==> src/rtl/gate_bist_pkg.sv <==
// gate_bist_pkg: shared state encoding, polynomials and step functions for the gate BIST controller
package gate_bist_pkg;
    typedef enum logic [1:0] {IDLE, APPLY, DONE} state_t;
    localparam logic [15:0] LFSR_TAPS = 16'hB400;
    localparam logic [9:0] MISR_POLY = 10'h008;
    function automatic logic [15:0] lfsr_next(input logic [15:0] l);
        return {l[14:0], ^(l & LFSR_TAPS)};
    endfunction
    function automatic logic [9:0] misr_next(input logic [9:0] m, input logic [9:0] r);
        return {m[8:0], m[9]} ^ (m[9] ? MISR_POLY : 10'h000) ^ r;
    endfunction
endpackage

==> src/rtl/bist_misr.sv <==
// bist_misr: multiple-input signature register compacting gate responses
module bist_misr
    import gate_bist_pkg::*;
(
    input  logic       clk,
    input  logic       rst,
    input  logic       load,
    input  logic       en,
    input  logic [9:0] seed,
    input  logic [9:0] resp_in,
    output logic [9:0] sig
);
    always_ff @(posedge clk or posedge rst)
        if (rst) sig <= '0;
        else if (load) sig <= seed;
        else if (en) sig <= misr_next(sig, resp_in);
endmodule

==> src/rtl/gate_bist_ctrl.sv <==
// gate_bist_ctrl: LFSR-driven BIST sequencer for one combinational gate model with MISR signature check
module gate_bist_ctrl
    import gate_bist_pkg::*;
#(
    parameter int IN_WIDTH = 16,
    parameter int OUT_WIDTH = 10,
    parameter int PATTERN_COUNT = 256,
    parameter int SETTLE_CYCLES = 1,
    parameter logic [IN_WIDTH-1:0] LFSR_SEED = 16'hACE1,
    parameter logic [OUT_WIDTH-1:0] MISR_SEED = 10'h000
)
(
    input  logic                 clk,
    input  logic                 rst,
    input  logic                 start,
    input  logic                 abort,
    input  logic [OUT_WIDTH-1:0] expected_sig,
    input  logic [OUT_WIDTH-1:0] resp_in,
    output logic [IN_WIDTH-1:0]  pat_out,
    output logic                 busy,
    output logic                 done,
    output logic                 pass,
    output logic [OUT_WIDTH-1:0] signature
);
    localparam int PW = PATTERN_COUNT > 1 ? $clog2(PATTERN_COUNT) : 1;
    localparam int SW = SETTLE_CYCLES > 1 ? $clog2(SETTLE_CYCLES) : 1;
    state_t state;
    logic [PW-1:0] pcnt;
    logic [SW-1:0] scnt;
    logic capture, last, load;
    assign capture = state == APPLY && scnt == SW'(SETTLE_CYCLES - 1);
    assign last = pcnt == PW'(PATTERN_COUNT - 1);
    // start is honoured only outside APPLY and always loses to abort
    assign load = start && !abort && state != APPLY;
    assign pass = done && signature == expected_sig;
    bist_misr u_misr (
        .clk(clk),
        .rst(rst),
        .load(load),
        .en(capture && !abort),
        .seed(MISR_SEED),
        .resp_in(resp_in),
        .sig(signature)
    );
    always_ff @(posedge clk or posedge rst)
        if (rst) begin
            state <= IDLE;
            pat_out <= '0;
            pcnt <= '0;
            scnt <= '0;
            busy <= 1'b0;
            done <= 1'b0;
        end else if (abort) begin
            state <= IDLE;
            pcnt <= '0;
            scnt <= '0;
            busy <= 1'b0;
            done <= 1'b0;
        end else if (load) begin
            state <= APPLY;
            pat_out <= LFSR_SEED;
            pcnt <= '0;
            scnt <= '0;
            busy <= 1'b1;
            done <= 1'b0;
        end else if (capture) begin
            pat_out <= lfsr_next(pat_out);
            pcnt <= pcnt + PW'(1);
            scnt <= '0;
            if (last) begin
                state <= DONE;
                busy <= 1'b0;
                done <= 1'b1;
            end
        end else if (state == APPLY) scnt <= scnt + SW'(1);
endmodule

==> config.mk <==
export PLATFORM = sky130hd
export DESIGN_NAME = gate_bist_ctrl
export DESIGN_NICKNAME = d
export VERILOG_FILES = /design/src/rtl/gate_bist_pkg.sv /design/src/rtl/bist_misr.sv /design/src/rtl/gate_bist_ctrl.sv
export SDC_FILE = /design/constraint.sdc
export NUM_CORES = 1
export LEC_CHECK = 0
export BUFFER_PORTS_ARGS = -buffer_cell sky130_fd_sc_hd__buf_2
export CORE_MARGIN = 4
export CORE_UTILIZATION = 45
export DETAILED_ROUTE_END_ITERATION = 12
export PLACE_DENSITY = 0.7
export REMOVE_ABC_BUFFERS = 1
export SYNTH_ARGS = -nofsm -noshare
export SYNTH_HDL_FRONTEND = slang
export SYNTH_HIERARCHICAL = 1
export SYNTH_SLANG_ARGS = --single-unit
==> constraint.sdc <==
create_clock -name clk -period 4.26 [get_ports clk]
set_clock_uncertainty 0.2 [all_clocks]
set_input_delay 0.639 -clock clk [delete_from_list [all_inputs] [get_ports clk]]
set_output_delay 0.639 -clock clk [all_outputs]
set_load 0.1 [all_outputs]
---- After elaboration in Yosys (flattened, before gate mapping) ----
Index checks and enable logic that the tools add are counted.
storage, ports and cells
  logic and storage cells ................. 55
  flip-flop bits (word level) ............. 39
  bits of input ports ..................... 24
  output and inout bits ................... 29
cells by class
  reduce and logical (&&, ||, !) cells .... 14
  muxes and demuxes ....................... 24
  add/subtract/negate cells ............... 2
  bitwise gates (word level) .............. 4
  equality and inequality tests ........... 4
operators with widths
  kind                                                                      count
  16-bit 2-to-1 mux                                                         2
  8-bit 2-to-1 mux                                                          3
  10-bit 2-to-1 mux                                                         2
  10-bit XOR                                                                2
  16-bit XOR reduction                                                      1
  1-bit 2-to-1 mux                                                          12
  10-bit == test                                                            1
  8-bit by 1-bit adder with 8-bit output (second input constant)            1
  8-bit == test (second input constant)                                     1
  2-bit 2-to-1 mux                                                          4
  3-bit nonzero test                                                        2
  1-bit logical AND                                                         5
  4-bit 2-to-1 mux                                                          1
  2-bit AND reduction                                                       2
  2-bit nonzero test                                                        2
  4-bit nonzero test                                                        1
  2-bit by 1-bit == test with 1-bit output (second input constant)          1
  2-bit by 1-bit inequality test with 1-bit output (second input constant)  1
  1-bit inverter                                                            2
  1-bit adder (second input constant)                                       1
  1-bit logical NOT                                                         1

---- Longest topological paths before layout ----
  depth after elaboration ................. 5
  depth in mapped cells ................... 8
  depth with buffers taken out ............ 6

---- Hierarchy ----
The synthesis kept the hierarchy.
modules (own cells, without submodules)
  module          cells each  seq. area each (µm²)  times used  area an instance (µm²)
  gate_bist_ctrl  114         675.6                 1           1328.8
  bist_misr       57          250.2                 1           568.0

---- Least setup slack after synthesis ----
OpenSTA, ideal clock, no wires.
  kind .................................... flip-flop to output port
  from .................................... register u_misr.sig[9]
  to ...................................... output port pass
  cell stages (with the launch flop) ...... 4
  data arrival time ....................... 3.358 ns
  buffers on the path ..................... 0
  data required time ...................... 3.421 ns
  path slack .............................. 0.063 ns
  cells stage by stage .................... dfrtp_1 > xnor2_1 > nand3_1 > nor3_1
between the ends
  longest elaborated chain between the ends .. 2
RTL lines
  item                      line                  text
  start: declaration        bist_misr.sv:11       output logic [9:0] sig
  start signal: assignment  bist_misr.sv:16       else if (en) sig <= misr_next(sig, resp_in);
  10-bit == test            gate_bist_ctrl.sv:35  assign pass = done && signature == expected_sig;
  1-bit logical AND         gate_bist_ctrl.sv:35
  end: declaration          gate_bist_ctrl.sv:22  output logic pass,
Every way passes these cells.

---- Worst setup path after layout ----
  from .................................... input port expected_sig[0]
  to ...................................... output port pass
between the ends
  longest elaborated chain between the ends .. 2
RTL lines
  item                line                  text
  start: declaration  gate_bist_ctrl.sv:17  input logic [OUT_WIDTH-1:0] expected_sig,
  10-bit == test      gate_bist_ctrl.sv:35
  1-bit logical AND   gate_bist_ctrl.sv:35
Every way passes these cells.

==> metrics.yaml <==
outcome:
  outcome: "finished, final reports clean"
timing:
  postLayoutSetupSlackWorst_ns: 1.763
  min_period_over_period_pct: 58.61
  setup_viol: 0
  max_freq_mhz: 400.5
  report.final.slew_viol_count: 0
  hold_viol_final: 0
  grt_setup_unrepaired: "false"
  finalCriticalPeriod_ns: 2.497
  worst_slew_margin_rel_pct: 32.67
  setup-tns-final_ns: 0
  worst_slew_pin_slew_ns: 1.009
route:
  totalWireLength_mm: 3.925
  detail_route.vias_per_cell: 5.163
  dr_total_vias: 1461
  drtPass1Iterations: 4
  routedWlPerCell_um: 13.87
  route.antenna.remaining_nets: 0
  remaining_drc_errors: 0
  detail_route.iter0.violations: 89
power_and_ir_drop:
  leakage_nw: 1.063
  power.density_cell_area_mw_per_mm2: 651.1
  peakVddDrop_mv: 0.4851
  net_switching_power_of_the_design_uw: 774.4
  p_sw_share_pct: 51.33
  p_total_mw: 1.509
  comb_power_share_pct: 48.3
  power_report.internal_total_uw: 734.3
  power.clock.fraction_pct: 19.2
  power_frac_seq_pct: 32.5
critical_path:
  critical_path.max_stage_delay_ns: 0.45
  critical_path.reg2reg.endpoint: "pcnt[7]"
  critical_path.slowest_cell: "sky130_fd_sc_hd__buf_2"
  worst_r2r_path_depth: 5
  crit_required_ns: 3.42
  cp.arrival_ns: 1.66
  crit_family: "buffers and inverters"
  crit_path_max_fanout: 1
  crit_path_start_kind: "input pin"
  crit_path_frequent_cell: "sky130_fd_sc_hd__buf_2"
  timing.setup.critical_path_class: "input pin to output pin"
  worstReg2RegStart: "done"
  buffers_plus_inverters_on_the_worst_setup_path: 2
  critPathCaptureType: "output pin"
  r2r_setup_slack_ns: 2.19
  worstPathCellList: "buf_2 > xnor2_1 > nand4_1 > nor3_1 > buf_2"
floorplanning:
  die_w_um: 72.93
  die_extent_in_y_um: 72.93
  num_io_pins: 53
  die-area_mm2: 0.005318
  start_util_pct: 47.08
  core_region_area_mm2: 0.004029
  cell_row_count: 23
global_route:
  sum_of_overflow_across_all_layers_after_global_routing: 0
  grt_max_degree: 28
  first_global_vias: 1386
  grt_pass1_wl_mm: 6.568
  number_of_antenna_violations_at_the_first_check_in_global_routing: 0
  globalRouteTotalUtil_pct: 16.09
layout:
  fill_cells: 365
  final_layout_size_suffix_gt1_share_pct: 27.90
  stdcell_area_mm2: 0.002317
  fin_nets: 258
  count_of_inserted_antenna_diode_cells: 0
  syn_to_final_growth_pct: 22.16
  utilization_pct: 57.52
logic_synthesis:
  synth_top_flop_cell: "sky130_fd_sc_hd__dfrtp_1"
  synth_top_cells_by_area: "sky130_fd_sc_hd__dfrtp_1, sky130_fd_sc_hd__xnor2_1, sky130_fd_sc_hd__xor2_1, sky130_fd_sc_hd__mux2i_1, sky130_fd_sc_hd__a22o_1"
  post_synth_instance_area_mm2: 0.001897
  synth_top_area_share_pct: 48.81
  synth_largest_area_cell: "sky130_fd_sc_hd__dfrtp_1"
  netlist_top_cells_count: "sky130_fd_sc_hd__dfrtp_1, sky130_fd_sc_hd__nand2_1, sky130_fd_sc_hd__xnor2_1, sky130_fd_sc_hd__xor2_1, sky130_fd_sc_hd__mux2i_1"
  postSynthRegisterBits: 37
  synth_warnings: 6
  synth.lib_cells_used.distinct: 43
  seq_area_frac_synth_pct: 48.81
  async_s_r_ff_share_synth_pct: 100.0
  synth_edf_count: 0
  synthesis.area_per_instance_um2: 11.09
  synthCells: 171
  synthMostInstantiatedCell: "sky130_fd_sc_hd__dfrtp_1"
placed_design:
  pre_cts_ws_ns: 1.748
  placed_area_mm2: 0.002213
  gp_congestion: 0.7524
  io_port_bufs: 52
  post-dp-hpwl_mm: 2.881
clocking:
  cts-buffers-inserted: 5
  tritoncts: "done"
  cts-resized-gates: 0
  insertion_delay_ns: 0.29
  cts-htree-levels: 2
  clk_pin_slew_ns: 0.07
  cts_hold_buffers: 0
  clock_tree.buffer_depth: 2
  cts_root_buffer: "sky130_fd_sc_hd__clkbuf_8"
  sink_count_of_the_clock_tree: 37
  cts_setup_buffers: 0
hold_path:
  worst_hold_path_type: "input pin to asynchronous set/reset pin"
flow_run:
  cap_viol_max_count: 0
cell families after synthesis:
logic type	synth area share (%)
DFF	48.81
buffers and inverters	3.628
and+or+nand+nor	14.25
muxes	5.277
xor gates and xnor gates	11.08
AOI/OAI and AO/OA	16.10
adders and majority gates	0.6595
other	0.1977
stage by stage:
| stage | std cells | hold WS, ns |
|---|---|---|
| 4_1_cts | 283 | 0.1395 |
| 6_report | 283 | 0.1319 |
| 5_1_grt | 283 | 0.1735 |
| 2_1_floorplan | 173 | 0.2665 |
| 3_5_place_dp | 276 | 0.2998 |
| 3_3_place_gp | 276 | 0.3028 |
worst reg2reg max path, delay by kind of cell (launching register included):
family                 cells  cell delay (ns)
AOI/OAI and AO/OA          1             0.21
buffers and inverters      1             0.31
DFF                        1             0.44
and+or+nand+nor            3             0.80
sequential cells by signal (all words and copies together) (netlist names):
signal,cells
scnt,1
done,1
pcnt,8
u_misr/sig,10
pat_out,16
state,1
layer usage:
layer	GRT usage [%]	up-vias	share of wire, %
met1	22.24	689	46
met3	3.581	5	5.1
li1	-	728	-
met2	24.45	39	47
met4	6.557	0	1.4
met5	0	-	0
layout make-up:
class / instances / area [µm²] / area share, %
Inverter: 3 / 16.27 / 0.7019
Multi-Input combinational cell: 133 / 940.9 / 40.60
Timing Repair Buffer: 53 / 267.8 / 11.56
Tap cell: 50 / 62.56 / 2.700
Clock inverter: 2 / 35.03 / 1.512
Sequential cell: 37 / 925.9 / 39.96
Clock buffer: 5 / 68.82 / 2.970
cell usage in the layout (no fill, tap or decap), types with 7 or more instances in the layout:
cell / count
sky130_fd_sc_hd__buf_2: 52
sky130_fd_sc_hd__o21ai_1: 8
sky130_fd_sc_hd__xnor2_1: 12
sky130_fd_sc_hd__nand2_1: 13
sky130_fd_sc_hd__mux2i_1: 10
sky130_fd_sc_hd__o22a_1: 7
sky130_fd_sc_hd__a22o_1: 9
sky130_fd_sc_hd__conb_1: 10
sky130_fd_sc_hd__xor2_1: 12
sky130_fd_sc_hd__dfrtp_1: 37
power by group through the flow:
stage,sequential (mW),clock (mW),combinational [mW]
after CTS,0.491,0.298,0.733
final,0.491,0.290,0.728
after global placement,0.497,0,0.728
after global routing,0.502,0.311,0.761
after detailed placement,0.497,0,0.732
after floorplan,0.937,0,0.163
worst max path at each step:
stage | startpoint | end | slack (ns) | depth (start not counted)
2_1_floorplan | u_misr/sig[9] | pass | 0.06 | 3
3_3_place_gp | expected_sig[0] | pass | 1.70 | 5
3_5_place_dp | expected_sig[0] | pass | 1.75 | 5
4_1_cts | expected_sig[0] | pass | 1.74 | 5
5_1_grt | u_misr/sig[9] | pass | 1.69 | 4
6_report | expected_sig[0] | pass | 1.76 | 5
No activity file was read; power rests on OpenSTA's default activity.
